## config.mk

```make
export PLATFORM = sky130hd
export DESIGN_NAME = main_control_fsm
export DESIGN_NICKNAME = d
export VERILOG_FILES = /design/src/rtl/main_control_fsm_pkg.sv /design/src/rtl/main_control_fsm.sv
export SDC_FILE = /design/constraint.sdc
export NUM_CORES = 1
export LEC_CHECK = 0
export ABC_AREA = 1
export BUFFER_PORTS_ARGS = -buffer_cell sky130_fd_sc_hd__buf_2
export CORE_ASPECT_RATIO = 0.8
export CORE_UTILIZATION = 50
export DETAILED_ROUTE_END_ITERATION = 10
export PLACE_DENSITY = 0.87
export SLEW_MARGIN = 5
export SYNTH_ARGS = -nofsm -noshare
export SYNTH_HDL_FRONTEND = slang
export SYNTH_SLANG_ARGS = --single-unit
```

## constraint.sdc

```tcl
create_clock -name clock -period 2.9 [get_ports clock]
set_clock_uncertainty 0.05 [all_clocks]
set_input_delay 0.58 -clock clock [delete_from_list [all_inputs] [get_ports clock]]
set_output_delay 0.58 -clock clock [all_outputs]
set_load 0.1 [all_outputs]
```

## src/rtl/main_control_fsm_pkg.sv

```systemverilog
// Shared processor package: control-FSM state enumeration, opcode constants
// (instruction[15:12]), ALUOp encodings and datapath mux-select codes. The
// ALU control decoder also imports this package.
//
// Optional feature macro: CTRL_JUMP_EN. When it is defined, the JUMP state
// exists and opcode 0111 is a legal jump.
package main_control_fsm_pkg;

  typedef enum logic [3:0] {
    FETCH,
    DECODE,
    MEMADR,
    MEMRD,
    MEMWB,
    MEMWR,
    EXEC,
    RWB,
    BRANCH
`ifdef CTRL_JUMP_EN
    , JUMP
`endif
  } ctrl_state_t;

  localparam logic [3:0] OP_RTYPE = 4'b0000;
  localparam logic [3:0] OP_LW    = 4'b0100;
  localparam logic [3:0] OP_SW    = 4'b0101;
  localparam logic [3:0] OP_BEQ   = 4'b0110;
  localparam logic [3:0] OP_J     = 4'b0111;

  // 2'b11 is never produced by the main control.
  typedef enum logic [1:0] {
    ALU_ADD   = 2'b00,
    ALU_SUB   = 2'b01,
    ALU_FUNCT = 2'b10
  } aluop_t;

  // ALU operand B selects
  localparam logic [1:0] SRCB_REG    = 2'b00;
  localparam logic [1:0] SRCB_FOUR   = 2'b01;
  localparam logic [1:0] SRCB_IMM    = 2'b10;
  localparam logic [1:0] SRCB_IMM_SH = 2'b11;

  // PC source selects
  localparam logic [1:0] PCSRC_ALU    = 2'b00;
  localparam logic [1:0] PCSRC_ALUOUT = 2'b01;
  localparam logic [1:0] PCSRC_JUMP   = 2'b10;

endpackage

```

## src/rtl/main_control_fsm.sv

```systemverilog
// Multicycle processor main control FSM.
//
// Ports:
//   clock         sole clock, rising edge
//   reset         synchronous active-high reset
//   opcode[3:0]   instruction[15:12], sampled in DECODE (held by the IR after)
//   mem_ready     memory access completes this cycle
//   ALUOp[1:0]    00 add, 01 subtract, 10 R-type funct decode
//   alu_src_a, alu_src_b[1:0], pc_source[1:0]  datapath mux selects
//   pc_write, pc_write_cond, i_or_d, mem_read, mem_write, ir_write,
//   mem_to_reg, reg_write, reg_dst             datapath strobes/selects
//   illegal_op    one-cycle pulse in DECODE on an undecodable opcode
//   instr_count   retired-instruction counter (wraps at 16 bits)
//
// Optional feature macro: CTRL_JUMP_EN (enables the JUMP state / opcode 0111).
module main_control_fsm
  import main_control_fsm_pkg::*;
(
  input  logic        clock,
  input  logic        reset,
  input  logic [3:0]  opcode,
  input  logic        mem_ready,
  output logic [1:0]  ALUOp,
  output logic        alu_src_a,
  output logic [1:0]  alu_src_b,
  output logic [1:0]  pc_source,
  output logic        pc_write,
  output logic        pc_write_cond,
  output logic        i_or_d,
  output logic        mem_read,
  output logic        mem_write,
  output logic        ir_write,
  output logic        mem_to_reg,
  output logic        reg_write,
  output logic        reg_dst,
  output logic        illegal_op,
  output logic [15:0] instr_count
);

  ctrl_state_t state, next_state;
  aluop_t      aluop;
  logic        retire;
  logic [15:0] instr_count_q;

  always_ff @(posedge clock) begin
    if (reset) begin
      state         <= FETCH;
      instr_count_q <= '0;
    end else begin
      state <= next_state;
      if (retire) instr_count_q <= instr_count_q + 16'd1;
    end
  end

  assign instr_count = instr_count_q;
  assign ALUOp       = aluop;

  always_comb begin
    next_state    = state;
    retire        = 1'b0;
    aluop         = ALU_ADD;
    alu_src_a     = 1'b0;
    alu_src_b     = SRCB_REG;
    pc_source     = PCSRC_ALU;
    pc_write      = 1'b0;
    pc_write_cond = 1'b0;
    i_or_d        = 1'b0;
    mem_read      = 1'b0;
    mem_write     = 1'b0;
    ir_write      = 1'b0;
    mem_to_reg    = 1'b0;
    reg_write     = 1'b0;
    reg_dst       = 1'b0;
    illegal_op    = 1'b0;

    case (state)
      FETCH: begin
        mem_read  = 1'b1;
        alu_src_b = SRCB_FOUR;
        ir_write  = mem_ready;
        pc_write  = mem_ready;
        if (mem_ready) next_state = DECODE;
      end
      DECODE: begin
        alu_src_b = SRCB_IMM_SH;
        case (opcode)
          OP_RTYPE:     next_state = EXEC;
          OP_LW, OP_SW: next_state = MEMADR;
          OP_BEQ:       next_state = BRANCH;
`ifdef CTRL_JUMP_EN
          OP_J:         next_state = JUMP;
`endif
          default: begin
            next_state = FETCH;
            illegal_op = 1'b1;
          end
        endcase
      end
      MEMADR: begin
        alu_src_a  = 1'b1;
        alu_src_b  = SRCB_IMM;
        next_state = (opcode == OP_LW) ? MEMRD : MEMWR;
      end
      MEMRD: begin
        mem_read = 1'b1;
        i_or_d   = 1'b1;
        if (mem_ready) next_state = MEMWB;
      end
      MEMWB: begin
        reg_write  = 1'b1;
        mem_to_reg = 1'b1;
        next_state = FETCH;
        retire     = 1'b1;
      end
      MEMWR: begin
        mem_write = 1'b1;
        i_or_d    = 1'b1;
        if (mem_ready) begin
          next_state = FETCH;
          retire     = 1'b1;
        end
      end
      EXEC: begin
        alu_src_a  = 1'b1;
        alu_src_b  = SRCB_REG;
        aluop      = ALU_FUNCT;
        next_state = RWB;
      end
      RWB: begin
        reg_write  = 1'b1;
        reg_dst    = 1'b1;
        next_state = FETCH;
        retire     = 1'b1;
      end
      BRANCH: begin
        alu_src_a     = 1'b1;
        aluop         = ALU_SUB;
        pc_write_cond = 1'b1;
        pc_source     = PCSRC_ALUOUT;
        next_state    = FETCH;
        retire        = 1'b1;
      end
`ifdef CTRL_JUMP_EN
      JUMP: begin
        pc_write   = 1'b1;
        pc_source  = PCSRC_JUMP;
        next_state = FETCH;
        retire     = 1'b1;
      end
`endif
      default: next_state = FETCH;
    endcase

    // While reset is held the datapath sees the FETCH decode with the PC/IR
    // strobes suppressed, whatever state the register still holds.
    if (reset) begin
      aluop         = ALU_ADD;
      alu_src_a     = 1'b0;
      alu_src_b     = SRCB_FOUR;
      pc_source     = PCSRC_ALU;
      pc_write      = 1'b0;
      pc_write_cond = 1'b0;
      i_or_d        = 1'b0;
      mem_read      = 1'b1;
      mem_write     = 1'b0;
      ir_write      = 1'b0;
      mem_to_reg    = 1'b0;
      reg_write     = 1'b0;
      reg_dst       = 1'b0;
      illegal_op    = 1'b0;
    end
  end

endmodule

```

## Yosys cells after proc, flatten, opt, wreduce, memory -nomap -nowiden

Index checks and enable logic that the tools add are counted.

- Equality and inequality tests: 14
- Add/subtract/negate cells: 1
- Reduce and logical (&&, ||, !) cells: 10
- Multiplexer cells: 35

Operators with widths:

| kind | count |
|---|---|
| == test 4 x 3 -> 1 bit, second input constant | 7 |
| case mux 4 bit (6 select lines) | 1 |
| 2-to-1 mux 1 bit | 23 |
| adder 16 x 1 -> 16 bit, second input constant | 1 |
| 2-to-1 mux 4 bit | 3 |
| case mux 4 bit (3 select lines) | 1 |
| == test 4 x 2 -> 1 bit, second input constant | 2 |
| logical NOT 4 bit | 2 |
| OR reduction 2 bit | 4 |
| 2-to-1 mux 2 bit | 3 |
| != test 2 bit, second input constant | 3 |
| case mux 2 bit (3 select lines) | 1 |
| OR reduction 3 bit | 2 |
| == test 4 x 1 -> 1 bit, second input constant | 1 |
| == test 4 bit, second input constant | 1 |
| case mux 2 bit (2 select lines) | 1 |
| OR reduction 4 bit | 1 |
| 2-to-1 mux 3 bit | 1 |
| AND reduction 3 bit | 1 |
| case mux 1 bit (2 select lines) | 1 |

- Bits in registers: 20
- Word-level logic and storage cells: 62

## Longest topological paths before layout

- Depth after elaboration: 5
- Gate-level depth with buffers: 10
- Gate-level depth less buffers: 9

## Worst setup path after synthesis

Ideal clock, no wire load.

- Path kind: register to output
- From: register state[3]
- To: output port illegal_op
- Data arrival time: 3.715 ns
- Path slack: -1.445 ns
- Buffers on the path: 0
- Data required time: 2.270 ns
- Cell stages (with the launch flop): 6
- Cell sequence: dfxtp_1 > nor2_1 > inv_2 > nor2_1 > inv_1 > nor4_1

- Cells in the longest elaborated chain, start to end: 3

RTL lines:

| what | line | RTL |
|---|---|---|
| from (decl) | main_control_fsm.sv:40 | `ctrl_state_t state, next_state;` |
| from (signal assigned) | main_control_fsm.sv:50 | `state <= next_state;` |
| == test 4 x 1 -> 1 bit | main_control_fsm.sv:76 | `case (state)` |
| 2-to-1 mux 1 bit | main_control_fsm.sv:76 |  |
| 2-to-1 mux 1 bit | main_control_fsm.sv:156 | `if (reset) begin` |
| to (decl) | main_control_fsm.sv:36 | `output logic illegal_op,` |

No other way between the ends.

## Final worst setup path

Ends and elaborated chain as after synthesis.

==> results.toml <==
[worst_setup_path]
critPathKind = "flip-flop to primary output"
worstPathMaxFanout = 5
cp_slowest_cell = "buf_2"
startpoint_type = "flip-flop"
crit_chain = "nor2_1 > inv_2 > nor2_1 > inv_1 > nor4_2 > buf_2"
path_common_cell = "nor2_1"
critPathMaxStageDelay_ns = 0.47
crit_arrival_ns = 2.06
cp.required_ns = 2.27
worstSetupEndpointType = "primary output"
critPathBufInv = 3
critical-path-top-delay-family = "simple AND/OR/NAND/NOR gates"

[detailed_routing]
vias = 1455
routed_wl_mm = 2.958
first_iter_violations = 79
avgViaCountPerCell = 4.916
ant_nets = 0
drc = 0
drtPass1Iterations = 4
wire_per_inst_microns = 9.993

[cts]
cts_hold_buf = 0
cts_made_buffers = 3
cts_tree = "yes"
cts_resized = 0
clockBufferDepth = 2
path_clk_slew_ns = 0.10
cts-htree-levels = 1
clock_sinks = 20
cts-root-buf = "clkbuf_4"
cts_setup_buffers = 0
clock_latency_ns = 0.30

[floorplanning]
rows = 16
die_area_sq_um = 2929
fp.dieH_microns = 48.61
start_util = 0.5425
io-pin-count = 40
core_area_sq_um = 2502
fp.dieW_microns = 60.26

[worst_hold_path]
worstHoldPathType = "flip-flop to flip-flop"

[placement]
hpwl_mm = 2.287
portBuffers = 38
place_congestion = 0.9375
place_worst_setup_slack_ns = 0.5362

[pwr]
p_clk_frac = 0.242
p_sw_frac = 0.3492
p_comb_frac = 0.232
seqPwrFrac = 0.526
power_density_nw_per_um2 = 337.4
p_switching_uw = 187.8
vdd_drop_max_v = 0.0002063
p_int_uw = 350.0
power_leakage_uw = 0.0007588

[timing]
worst_slack_ns = 0.2144
rsz0062_at_grt = "no"
layout_min_cycle_time_ns = 2.686
whs_ns = 0.4754
finalHoldViolations = 0
report.final.slew_viol_count = 0
fin_setup_tns_ns = 0
min_period_over_period = 0.9261
setup-violations-final = 0
fmax_mhz = 372.4

[cells_and_area]
area_delta_synth_final_pct = 17.42
layout-drive-gt1-share = 0.2577
finalNetCount = 270
antenna_cells = 0

[synth]
syn_inst = 225
synth_top_area_frac = 0.2949
yosys.cell_types.count = 29
syn-cell-area_sq_um = 1358
yosysSeqAreaShare = 0.2949
ys_seq_elements = 20
ys_warn_count = 0
syn_nets = 233
yosys.area.top_type = "dfxtp_1"
synth_area_leaders = "dfxtp_1 (29%), nand2_1 (16%), nor2_1 (11%)"
avgSynthCellArea_sq_um = 6.034

[status]
status = "completed"

[grt]
antenna_found_initial = 0
overflow = 0
grt_pass1_wl_mm = 5.112
grt_max_degree = 21
grt_pass1_vias = 1209
grt.total_usage = 0.2233

[run]
max-cap-violations = 0
## cell usage after synthesis (all sizes together)
cell    number
o21ai        6
a21oi       14
nand2       58
or2          1
dfxtp       20
o22ai        1
conb         1
xor2         3
nand3       20
nand4        5
nor3         3
nor4         1
nor2        44
buf          6
ha           1
nor3b        1
a31oi        1
clkbuf       2
inv         37
## worst paths after layout
path	depth (start not counted)	slack, ns	endpoint	start
hold reg to reg	4	0.48	instr_count[12]	instr_count[12]
hold / removal	4	0.48	instr_count[12]	instr_count[12]
setup reg to reg	8	1.13	instr_count[13]	state[0]
setup / recovery	6	0.21	illegal_op	state[3]
## worst min-delay path, cell delays in order, from the launching register on
cell and delay [ns]:
dfxtp_1 0.33, inv_1 0.05, nand2_1 0.04, inv_1 0.04, nor2_1 0.03
## power groups by stage
stage	clock network, uW	logic [uW]	registers (uW)
final	130	125	283
after floorplan	0	100	293
after global routing	150	133	283
after CTS	135	124	283
after detailed placement	0	123	289
after global placement	0	123	289
## stage by stage
step	std cells	utilization	total power, uW	cell area, sq um
final	296	0.6370	537.8	1594
after global routing	296	0.6370	566.2	1594
after CTS	296	0.6370	541.7	1594
after detailed placement	293	0.6280	412.2	1572
after global placement	293	0.6280	411.1	1572
after floorplan	225	-	393.5	1383
## registers in the layout (all words and copies together), names as in the netlist
register	count
state	4
instr_count	16
## cell families (layout without fill, tap and decap cells)
kind of cell / Yosys count / after routing / synth area share
DFF: 20 / 20 / 0.2949
other: 1 / 1 / 0.002762
AOI/OAI and AO/OA: 22 / 22 / 0.09955
adders and majority gates: 1 / 1 / 0.009215
xor gates and xnor gates: 3 / 3 / 0.01936
and+or+nand+nor: 133 / 133 / 0.4267
buffers and inverters: 45 / 80 / 0.1475
## cells in the final DEF, fill, tap and decap left out, types with 2 or more instances in the layout
master,synthesis,layout
inv_1,31,31
nand3_1,18,18
inv_2,6,6
nand3_2,2,2
a21oi_1,8,8
nor2_2,4,5
o21ai_1,2,3
xor2_1,3,3
buf_2,1,38
a21oi_2,6,6
buf_4,3,2
nand4_1,5,5
clkbuf_4,0,3
dfxtp_1,20,20
o21ai_0,4,3
nand2_1,57,57
nor2_1,39,38
## layer usage
metal | vias up | global-route usage | wire, microns
met5 | - | 0 | 0
met4 | 0 | 0.06589 | 25
met3 | 4 | 0.06684 | 158
met2 | 37 | 0.3168 | 1240
met1 | 650 | 0.3217 | 1534
li1 | 764 | - | -
## layout make-up
| class | instances | area (sq um) |
|---|---|---|
| clock buffer | 3 | 22.52 |
| fill | 211 | 908.4 |
| inverter | 37 | 138.9 |
| multi-input combinational | 160 | 782.0 |
| sequential | 20 | 400.4 |
| tap | 36 | 45.04 |
| timing repair buffer | 40 | 205.2 |
Power figures use the tool's default switching activity.
